## src/rtl/mem_port_arbiter_pkg.sv

```systemverilog
// mem_arb_pkg: shared types for the unified-memory port arbiter.
//   arb_state_e  : arbiter FSM states (IDLE / ISSUE / WAIT)
//   arb_owner_e  : which requester owns the transaction in flight
//   mem_req_t    : latched memory request (addr, we, wstrb, wdata)
//   STRB_ALL     : full-word byte strobe
package mem_arb_pkg;

    // Address field width of the latched request. The top-level ADDR_WIDTH
    // must not exceed this value.
    localparam int REQ_ADDR_W = 32;

    localparam logic [3:0] STRB_ALL = 4'hF;

    typedef enum logic [1:0] {
        ST_IDLE  = 2'd0,
        ST_ISSUE = 2'd1,
        ST_WAIT  = 2'd2
    } arb_state_e;

    typedef enum logic [1:0] {
        OWN_NONE  = 2'd0,
        OWN_FETCH = 2'd1,
        OWN_DATA  = 2'd2
    } arb_owner_e;

    typedef struct packed {
        logic [REQ_ADDR_W-1:0] addr;
        logic                  we;
        logic [3:0]            wstrb;
        logic [31:0]           wdata;
    } mem_req_t;

endpackage

```

## src/rtl/mem_port_arbiter_if.sv

```systemverilog
// mem_port_arbiter_if: bundles the fetch, data and memory buses of the arbiter.
//   fetch : i_req_valid/i_req_addr/i_req_ready, i_flush, i_resp_valid/i_resp_data
//   data  : d_req_valid/addr/we/wstrb/wdata/ready, d_resp_valid/d_resp_data
//   memory: m_req_valid/addr/we/wstrb/wdata, m_req_ready, m_resp_valid/m_resp_data
//   debug : dbg_state (arbiter FSM state)
// modport slave  : the arbiter itself
// modport master : the surrounding environment (fetch, mem stage, memory)
//
// Handshake semantics: a request transfers on a rising clock edge where both
// valid and ready are high. Ready may depend combinationally on valid; the
// request fields must be stable while valid is high. Response valids are
// single-cycle pulses with no back-pressure.
interface mem_port_arbiter_if
    import mem_arb_pkg::*;
#(
    parameter int ADDR_WIDTH = 32
) ();

    logic                  i_req_valid;
    logic [ADDR_WIDTH-1:0] i_req_addr;
    logic                  i_req_ready;
    logic                  i_flush;
    logic                  i_resp_valid;
    logic [31:0]           i_resp_data;

    logic                  d_req_valid;
    logic [ADDR_WIDTH-1:0] d_req_addr;
    logic                  d_req_we;
    logic [3:0]            d_req_wstrb;
    logic [31:0]           d_req_wdata;
    logic                  d_req_ready;
    logic                  d_resp_valid;
    logic [31:0]           d_resp_data;

    logic                  m_req_valid;
    logic [ADDR_WIDTH-1:0] m_req_addr;
    logic                  m_req_we;
    logic [3:0]            m_req_wstrb;
    logic [31:0]           m_req_wdata;
    logic                  m_req_ready;
    logic                  m_resp_valid;
    logic [31:0]           m_resp_data;

    arb_state_e            dbg_state;

    modport slave (
        input  i_req_valid, i_req_addr, i_flush,
        output i_req_ready, i_resp_valid, i_resp_data,
        input  d_req_valid, d_req_addr, d_req_we, d_req_wstrb, d_req_wdata,
        output d_req_ready, d_resp_valid, d_resp_data,
        output m_req_valid, m_req_addr, m_req_we, m_req_wstrb, m_req_wdata,
        input  m_req_ready, m_resp_valid, m_resp_data,
        output dbg_state
    );

    modport master (
        output i_req_valid, i_req_addr, i_flush,
        input  i_req_ready, i_resp_valid, i_resp_data,
        output d_req_valid, d_req_addr, d_req_we, d_req_wstrb, d_req_wdata,
        input  d_req_ready, d_resp_valid, d_resp_data,
        input  m_req_valid, m_req_addr, m_req_we, m_req_wstrb, m_req_wdata,
        output m_req_ready, m_resp_valid, m_resp_data,
        input  dbg_state
    );

endinterface

```

## src/rtl/mem_port_arbiter_priority_select.sv

```systemverilog
// arb_priority_select: combinational winner selection between fetch and data
// requests, plus the saturating data-streak counter that bounds fetch starvation.
//   clk, reset_n    : clock, asynchronous active-low reset
//   idle_i          : arbiter can accept a request this cycle
//   i_req_valid_i   : fetch request pending
//   i_flush_i       : fetch flush (blocks a fetch grant this cycle)
//   d_req_valid_i   : data request pending
//   grant_i_o       : fetch request granted
//   grant_d_o       : data request granted
module arb_priority_select #(
    parameter int MAX_DATA_STREAK = 4
) (
    input  logic clk,
    input  logic reset_n,
    input  logic idle_i,
    input  logic i_req_valid_i,
    input  logic i_flush_i,
    input  logic d_req_valid_i,
    output logic grant_i_o,
    output logic grant_d_o
);

    localparam int SW = $clog2(MAX_DATA_STREAK + 1);

    logic [SW-1:0] streak_q, streak_d;
    logic          at_max;
    logic          data_win;

    assign at_max = (streak_q == SW'(MAX_DATA_STREAK));

    // Data wins unless fetch is waiting and has already been passed over
    // MAX_DATA_STREAK times in a row.
    assign data_win  = d_req_valid_i && !(i_req_valid_i && at_max);
    assign grant_d_o = idle_i && data_win;
    assign grant_i_o = idle_i && !data_win && i_req_valid_i && !i_flush_i;

    // The streak only counts data grants that fetch actually had to wait for.
    always_comb begin
        streak_d = streak_q;
        if (!i_req_valid_i || grant_i_o) begin
            streak_d = '0;
        end else if (grant_d_o && !at_max) begin
            streak_d = streak_q + SW'(1);
        end
    end

    always_ff @(posedge clk or negedge reset_n) begin
        if (!reset_n) begin
            streak_q <= '0;
        end else begin
            streak_q <= streak_d;
        end
    end

endmodule

```

## src/rtl/mem_port_arbiter.sv

```systemverilog
// mem_port_arbiter: shares one single-ported memory between the fetch port and
// the data port. One transaction at a time: accept (IDLE), present to memory
// (ISSUE), wait for the response (WAIT), then pulse the owner's response.
//   clk, reset_n : clock, asynchronous active-low reset
//   bus          : mem_port_arbiter_if.slave (fetch, data and memory buses)
//   busy         : FSM is not in IDLE
module mem_port_arbiter
    import mem_arb_pkg::*;
#(
    parameter int ADDR_WIDTH      = 32,
    parameter int MAX_DATA_STREAK = 4
) (
    input  logic              clk,
    input  logic              reset_n,
    mem_port_arbiter_if.slave bus,
    output logic              busy
);

    arb_state_e  state_q, state_d;
    arb_owner_e  owner_q, owner_d;
    mem_req_t    req_q, req_d;
    logic        cancel_q, cancel_d;
    logic        i_resp_valid_q, i_resp_valid_d;
    logic [31:0] i_resp_data_q, i_resp_data_d;
    logic        d_resp_valid_q, d_resp_valid_d;
    logic [31:0] d_resp_data_q, d_resp_data_d;
    logic        arb_idle;
    logic        grant_i;
    logic        grant_d;

    // Gating with reset_n keeps both readies low while reset is held.
    assign arb_idle = (state_q == ST_IDLE) && reset_n;

    arb_priority_select #(
        .MAX_DATA_STREAK(MAX_DATA_STREAK)
    ) u_select (
        .clk          (clk),
        .reset_n      (reset_n),
        .idle_i       (arb_idle),
        .i_req_valid_i(bus.i_req_valid),
        .i_flush_i    (bus.i_flush),
        .d_req_valid_i(bus.d_req_valid),
        .grant_i_o    (grant_i),
        .grant_d_o    (grant_d)
    );

    always_comb begin
        state_d        = state_q;
        owner_d        = owner_q;
        req_d          = req_q;
        cancel_d       = cancel_q;
        i_resp_valid_d = 1'b0;
        i_resp_data_d  = i_resp_data_q;
        d_resp_valid_d = 1'b0;
        d_resp_data_d  = d_resp_data_q;

        case (state_q)
            ST_IDLE: begin
                if (grant_d) begin
                    req_d.addr  = REQ_ADDR_W'(bus.d_req_addr);
                    req_d.we    = bus.d_req_we;
                    req_d.wstrb = bus.d_req_wstrb;
                    req_d.wdata = bus.d_req_wdata;
                    owner_d     = OWN_DATA;
                    state_d     = ST_ISSUE;
                end else if (grant_i) begin
                    req_d.addr  = REQ_ADDR_W'(bus.i_req_addr);
                    req_d.we    = 1'b0;
                    req_d.wstrb = 4'h0;
                    req_d.wdata = 32'h0;
                    owner_d     = OWN_FETCH;
                    state_d     = ST_ISSUE;
                end
            end

            ST_ISSUE: begin
                if (bus.m_req_ready) begin
                    state_d = ST_WAIT;
                end
                if (owner_q == OWN_FETCH && bus.i_flush) begin
                    cancel_d = 1'b1;
                end
            end

            ST_WAIT: begin
                if (bus.m_resp_valid) begin
                    state_d  = ST_IDLE;
                    owner_d  = OWN_NONE;
                    cancel_d = 1'b0;
                    if (owner_q == OWN_DATA) begin
                        d_resp_valid_d = 1'b1;
                        d_resp_data_d  = req_q.we ? 32'h0 : bus.m_resp_data;
                    end else if (owner_q == OWN_FETCH) begin
                        // A flush arriving with the response still squashes it.
                        if (!cancel_q && !bus.i_flush) begin
                            i_resp_valid_d = 1'b1;
                            i_resp_data_d  = bus.m_resp_data;
                        end
                    end
                end else if (owner_q == OWN_FETCH && bus.i_flush) begin
                    cancel_d = 1'b1;
                end
            end

            default: begin
                state_d = ST_IDLE;
                owner_d = OWN_NONE;
            end
        endcase
    end

    always_ff @(posedge clk or negedge reset_n) begin
        if (!reset_n) begin
            state_q        <= ST_IDLE;
            owner_q        <= OWN_NONE;
            req_q          <= '0;
            cancel_q       <= 1'b0;
            i_resp_valid_q <= 1'b0;
            i_resp_data_q  <= 32'h0;
            d_resp_valid_q <= 1'b0;
            d_resp_data_q  <= 32'h0;
        end else begin
            state_q        <= state_d;
            owner_q        <= owner_d;
            req_q          <= req_d;
            cancel_q       <= cancel_d;
            i_resp_valid_q <= i_resp_valid_d;
            i_resp_data_q  <= i_resp_data_d;
            d_resp_valid_q <= d_resp_valid_d;
            d_resp_data_q  <= d_resp_data_d;
        end
    end

    assign bus.i_req_ready  = grant_i;
    assign bus.d_req_ready  = grant_d;
    assign bus.i_resp_valid = i_resp_valid_q;
    assign bus.i_resp_data  = i_resp_data_q;
    assign bus.d_resp_valid = d_resp_valid_q;
    assign bus.d_resp_data  = d_resp_data_q;

    // ISSUE is only entered from a registered transition, so m_req_valid
    // comes straight from the state flops and rises the cycle after acceptance.
    assign bus.m_req_valid  = (state_q == ST_ISSUE);
    assign bus.m_req_addr   = ADDR_WIDTH'(req_q.addr);
    assign bus.m_req_we     = req_q.we;
    assign bus.m_req_wstrb  = req_q.wstrb;
    assign bus.m_req_wdata  = req_q.wdata;

    assign bus.dbg_state    = state_q;
    assign busy             = (state_q != ST_IDLE);

endmodule

```

## src/flat_wrapper.sv

```systemverilog
// flat-port wrapper written by rule: the top's interface ports become plain ports
module mem_port_arbiter_flat import mem_arb_pkg::*;
#(
    parameter int ADDR_WIDTH      = 32,
    parameter int MAX_DATA_STREAK = 4
)
  (clk, reset_n, busy, bus_i_req_valid, bus_i_req_addr, bus_i_flush, bus_i_req_ready, bus_i_resp_valid, bus_i_resp_data, bus_d_req_valid, bus_d_req_addr, bus_d_req_we, bus_d_req_wstrb, bus_d_req_wdata, bus_d_req_ready, bus_d_resp_valid, bus_d_resp_data, bus_m_req_valid, bus_m_req_addr, bus_m_req_we, bus_m_req_wstrb, bus_m_req_wdata, bus_m_req_ready, bus_m_resp_valid, bus_m_resp_data, bus_dbg_state);
  mem_port_arbiter_if #(.ADDR_WIDTH(ADDR_WIDTH)) bus_i ();
  input  logic clk;
  input  logic reset_n;
  output logic busy;
  input wire logic [$bits(bus_i.i_req_valid)-1:0] bus_i_req_valid;
  input wire logic [$bits(bus_i.i_req_addr)-1:0] bus_i_req_addr;
  input wire logic [$bits(bus_i.i_flush)-1:0] bus_i_flush;
  output wire logic [$bits(bus_i.i_req_ready)-1:0] bus_i_req_ready;
  output wire logic [$bits(bus_i.i_resp_valid)-1:0] bus_i_resp_valid;
  output wire logic [$bits(bus_i.i_resp_data)-1:0] bus_i_resp_data;
  input wire logic [$bits(bus_i.d_req_valid)-1:0] bus_d_req_valid;
  input wire logic [$bits(bus_i.d_req_addr)-1:0] bus_d_req_addr;
  input wire logic [$bits(bus_i.d_req_we)-1:0] bus_d_req_we;
  input wire logic [$bits(bus_i.d_req_wstrb)-1:0] bus_d_req_wstrb;
  input wire logic [$bits(bus_i.d_req_wdata)-1:0] bus_d_req_wdata;
  output wire logic [$bits(bus_i.d_req_ready)-1:0] bus_d_req_ready;
  output wire logic [$bits(bus_i.d_resp_valid)-1:0] bus_d_resp_valid;
  output wire logic [$bits(bus_i.d_resp_data)-1:0] bus_d_resp_data;
  output wire logic [$bits(bus_i.m_req_valid)-1:0] bus_m_req_valid;
  output wire logic [$bits(bus_i.m_req_addr)-1:0] bus_m_req_addr;
  output wire logic [$bits(bus_i.m_req_we)-1:0] bus_m_req_we;
  output wire logic [$bits(bus_i.m_req_wstrb)-1:0] bus_m_req_wstrb;
  output wire logic [$bits(bus_i.m_req_wdata)-1:0] bus_m_req_wdata;
  input wire logic [$bits(bus_i.m_req_ready)-1:0] bus_m_req_ready;
  input wire logic [$bits(bus_i.m_resp_valid)-1:0] bus_m_resp_valid;
  input wire logic [$bits(bus_i.m_resp_data)-1:0] bus_m_resp_data;
  output wire logic [$bits(bus_i.dbg_state)-1:0] bus_dbg_state;
  assign bus_i.i_req_valid = bus_i_req_valid;
  assign bus_i.i_req_addr = bus_i_req_addr;
  assign bus_i.i_flush = bus_i_flush;
  assign bus_i_req_ready = bus_i.i_req_ready;
  assign bus_i_resp_valid = bus_i.i_resp_valid;
  assign bus_i_resp_data = bus_i.i_resp_data;
  assign bus_i.d_req_valid = bus_d_req_valid;
  assign bus_i.d_req_addr = bus_d_req_addr;
  assign bus_i.d_req_we = bus_d_req_we;
  assign bus_i.d_req_wstrb = bus_d_req_wstrb;
  assign bus_i.d_req_wdata = bus_d_req_wdata;
  assign bus_d_req_ready = bus_i.d_req_ready;
  assign bus_d_resp_valid = bus_i.d_resp_valid;
  assign bus_d_resp_data = bus_i.d_resp_data;
  assign bus_m_req_valid = bus_i.m_req_valid;
  assign bus_m_req_addr = bus_i.m_req_addr;
  assign bus_m_req_we = bus_i.m_req_we;
  assign bus_m_req_wstrb = bus_i.m_req_wstrb;
  assign bus_m_req_wdata = bus_i.m_req_wdata;
  assign bus_i.m_req_ready = bus_m_req_ready;
  assign bus_i.m_resp_valid = bus_m_resp_valid;
  assign bus_i.m_resp_data = bus_m_resp_data;
  assign bus_dbg_state = bus_i.dbg_state;
  mem_port_arbiter #(.ADDR_WIDTH(ADDR_WIDTH), .MAX_DATA_STREAK(MAX_DATA_STREAK)) u_core (.clk(clk), .reset_n(reset_n), .bus(bus_i), .busy(busy));
endmodule
```

## config.mk

```make
export PLATFORM = sky130hd
export DESIGN_NAME = mem_port_arbiter_flat
export DESIGN_NICKNAME = d
export VERILOG_FILES = /design/src/rtl/mem_port_arbiter_pkg.sv /design/src/rtl/mem_port_arbiter_if.sv /design/src/rtl/mem_port_arbiter_priority_select.sv /design/src/rtl/mem_port_arbiter.sv /design/src/flat_wrapper.sv
export SDC_FILE = /design/constraint.sdc
export NUM_CORES = 1
export LEC_CHECK = 0
export CORE_UTILIZATION = 46
export CTS_CLUSTER_DIAMETER = 60
export DETAILED_ROUTE_END_ITERATION = 7
export PLACE_DENSITY_LB_ADDON = 0.1
export SYNTH_ARGS = -nofsm -noshare
export SYNTH_HDL_FRONTEND = slang
export SYNTH_SLANG_ARGS = --single-unit
```

## constraint.sdc

```tcl
create_clock -name clk -period 3.1 [get_ports clk]
set_input_delay 0.775 -clock clk [delete_from_list [all_inputs] [get_ports clk]]
set_output_delay 0.775 -clock clk [all_outputs]
set_load 0.03 [all_outputs]
```

==> flow_summary.toml <==
[outcome]
outcome = "finished clean"

[global_route]
grt_max_degree = 128
grt_pass1_wl_um = 27000
grt_pass1_vias = 5400
overflow = 0
grt_usage_pct = 24.1
antenna_found_initial = 0

[worst_setup_path]
crit_path_start_kind = "input port"
criticalPathCategory = "input port to output port"
endpoint_kind = "output port"
required_ns = 2.32
worstPathArrival_ns = 2.03
path_max_fanout = 4

[synth]
synth_cell_types = 38
ys_seq_elements = 143
syn_area_um2 = 6540
seq_area_frac_synth_pct = 54.7
syn-instance-count = 569
synth_area_per_cell_um2 = 11.5
syn-num-nets = 715
yosysWarnings = 0

[routing]
ant_nets = 0
num_vias = 5167
drtIter0Drc = 208
routed_wl_um = 16900
via_per_inst = 5.01
drt-pass1-iter-count = 6
routedWlPerCell_um = 16.4
drc = 0

[cts]
root_buffer = "clkbuf_16"
post_cts_buffers = 0
clk_pin_slew_ns = 0.06
cts_tree = "yes"
cts_sinks = 143
cts_resized = 0
worst_skew_pair.late_latency_ns = 0.41
cts.htree.levels = 4
cts_hold_buf = 0
clock_path_buffers = 2
cts_buffers = 17

[worst_hold_path]
holdCritPathClass = "input port to asynchronous set/reset pin"

[die]
die_h_um = 121
core_region_area_um2 = 13900
die_width_um = 121
initial_utilization_pct = 47.1
die-area_um2 = 14700
ios = 281
std_cell_rows = 43

[power]
pwr_density_cell_nw_per_um2 = 1020
ir_worst_vdd_v = 0.000439
finalPower_uw = 10200
cellLeakagePower_uw = 0.00461

[cells_and_area]
areaGrowthSynthToFinish_pct = 52.8
layout_commonest_cell = "clkdlybuf4s50_1"
diodes = 0
fin_nets = 985
mostFrequentLayoutCells = "clkdlybuf4s50_1 (277), dfrtp_1 (143), nand2_2 (106), nand3_1 (38), nand2_1 (37)"
drive_gt1_share_pct = 22.2

[sta]
slew_headroom_pct = 53.6
setup-tns-final_ns = 0
min_period_ns = 2.80
rsz0062_at_grt = "no"
setup_viol = 0
hold_viol = 0
period_share_pct = 90.3
max_freq_ghz = 0.357
clock_skew_ns = 0.00932
tightest_slew_ns = 0.696
drv_slew = 0

[placed_design]
gp_congestion = 0.774
port_buffers = 280
dp_hpwl_um = 12000

[flow_run]
maxCapViolations = 0
## final timing paths
| path | to | cells past startpoint | startpoint | slack, ns |
|---|---|---|---|---|
| max | bus_i_req_ready | 4 | bus_i_req_valid | 0.30 |
| min | u_core.bus.m_req_wdata[15]$_DFFE_PN0P_ | 1 | reset_n | 0.21 |
| max reg2reg | u_core.bus.m_req_addr[9]$_DFFE_PN0P_ | 8 | u_core.bus.dbg_state[0]$_DFFE_PN0P_ | 0.83 |
| min reg2reg | u_core.bus.d_resp_data[7]$_DFFE_PN0P_ | 2 | u_core.bus.d_resp_data[7]$_DFFE_PN0P_ | 0.48 |
| max in group asynchronous | u_core.bus.m_req_wdata[10]$_DFFE_PN0P_ | 2 | reset_n | 1.99 |
| min in group clk | u_core.bus.d_resp_data[7]$_DFFE_PN0P_ | 2 | u_core.bus.d_resp_data[7]$_DFFE_PN0P_ | 0.48 |
## cell usage after synthesis (all sizes together)
master,n,area share (%)
o21ba,1,0.15
buf,29,4.0
o32ai,1,0.13
o221a,1,0.17
and2,1,0.13
nand2b,34,3.3
clkbuf,8,0.52
nand4b,1,0.13
nand3b,1,0.11
nand3,39,3.1
mux2i,32,4.9
dfrtp,143,55
inv,11,0.71
mux2,33,5.7
and3,1,0.096
xnor2,1,0.13
a31oi,3,0.29
ha,6,1.1
o21ai,68,7.0
nand4,2,0.29
a21oi,5,0.44
nand2,144,13
nor2,4,0.27
## final cells by class
class / count / area [µm²]
clock buffers: 21 / 470
clock inverters: 10 / 159
fillers: 997 / 3890
inverters: 11 / 46.3
multi-input cells: 378 / 2620
flip-flops and latches: 143 / 3580
well taps: 180 / 225
repair buffers: 288 / 2900
## stage by stage
| stage | setup WS (ns) | util [%] | hold slack [ns] | cell area (µm²) | instances |
|---|---|---|---|---|---|
| after floorplan | 0.690 | - | 0.479 | 6540 | 569 |
| after global placement | 0.342 | 67.5 | 0.468 | 9360 | 1000 |
| after detailed placement | 0.317 | 67.5 | 0.475 | 9360 | 1000 |
| after CTS | 0.300 | 72.0 | 0.194 | 9990 | 1031 |
| after global routing | 0.223 | 72.0 | 0.201 | 9990 | 1031 |
| final | 0.300 | 72.0 | 0.207 | 9990 | 1031 |
## power breakdown
| part | switching [µW] | leakage, µW | internal, µW | total, µW |
|---|---|---|---|---|
| registers | 427 | 0.00186 | 2640 | 3070 |
| logic | 2840 | 0.00245 | 2120 | 4970 |
| clock network | 754 | 0.000305 | 1400 | 2160 |
## cells by family (layout without fill, tap and decap cells)
group	Yosys count	after routing	synth area share (%)
AOI/OAI and AO/OA	79	79	8.23
xor gates and xnor gates	1	1	0.134
adders and majority gates	6	6	1.15
buffers and inverters	48	330	5.26
DFF	143	143	54.7
muxes	65	65	10.6
and+or+nand+nor	227	227	19.9
## sequential cells by signal (all words and copies together) (netlist names), 2 cells and up
name and flops:
u_core.bus.m_req_addr 32, u_core.bus.m_req_wstrb 4, u_core.bus.d_resp_data 32, u_core.bus.dbg_state 2, u_core.bus.i_resp_data 32, u_core.u_select.streak_q 3
u_core.owner_q 2, u_core.bus.m_req_wdata 32
## worst max-delay path, stage by stage
cell and delay (ns):
clkdlybuf4s50_1 0.55, nand4b_1 0.22, a21oi_1 0.31, buf_12 0.16
## routing by layer
metal  share of wire [%]  wire length (µm)  global-route usage (%)
met1                  38              6380                    27.0
met4                 2.4               414                    9.95
met3                 8.2              1390                    8.32
met2                  52              8720                    41.6
met5                   0                 0                       0
(Power assumes the default switching activity.)
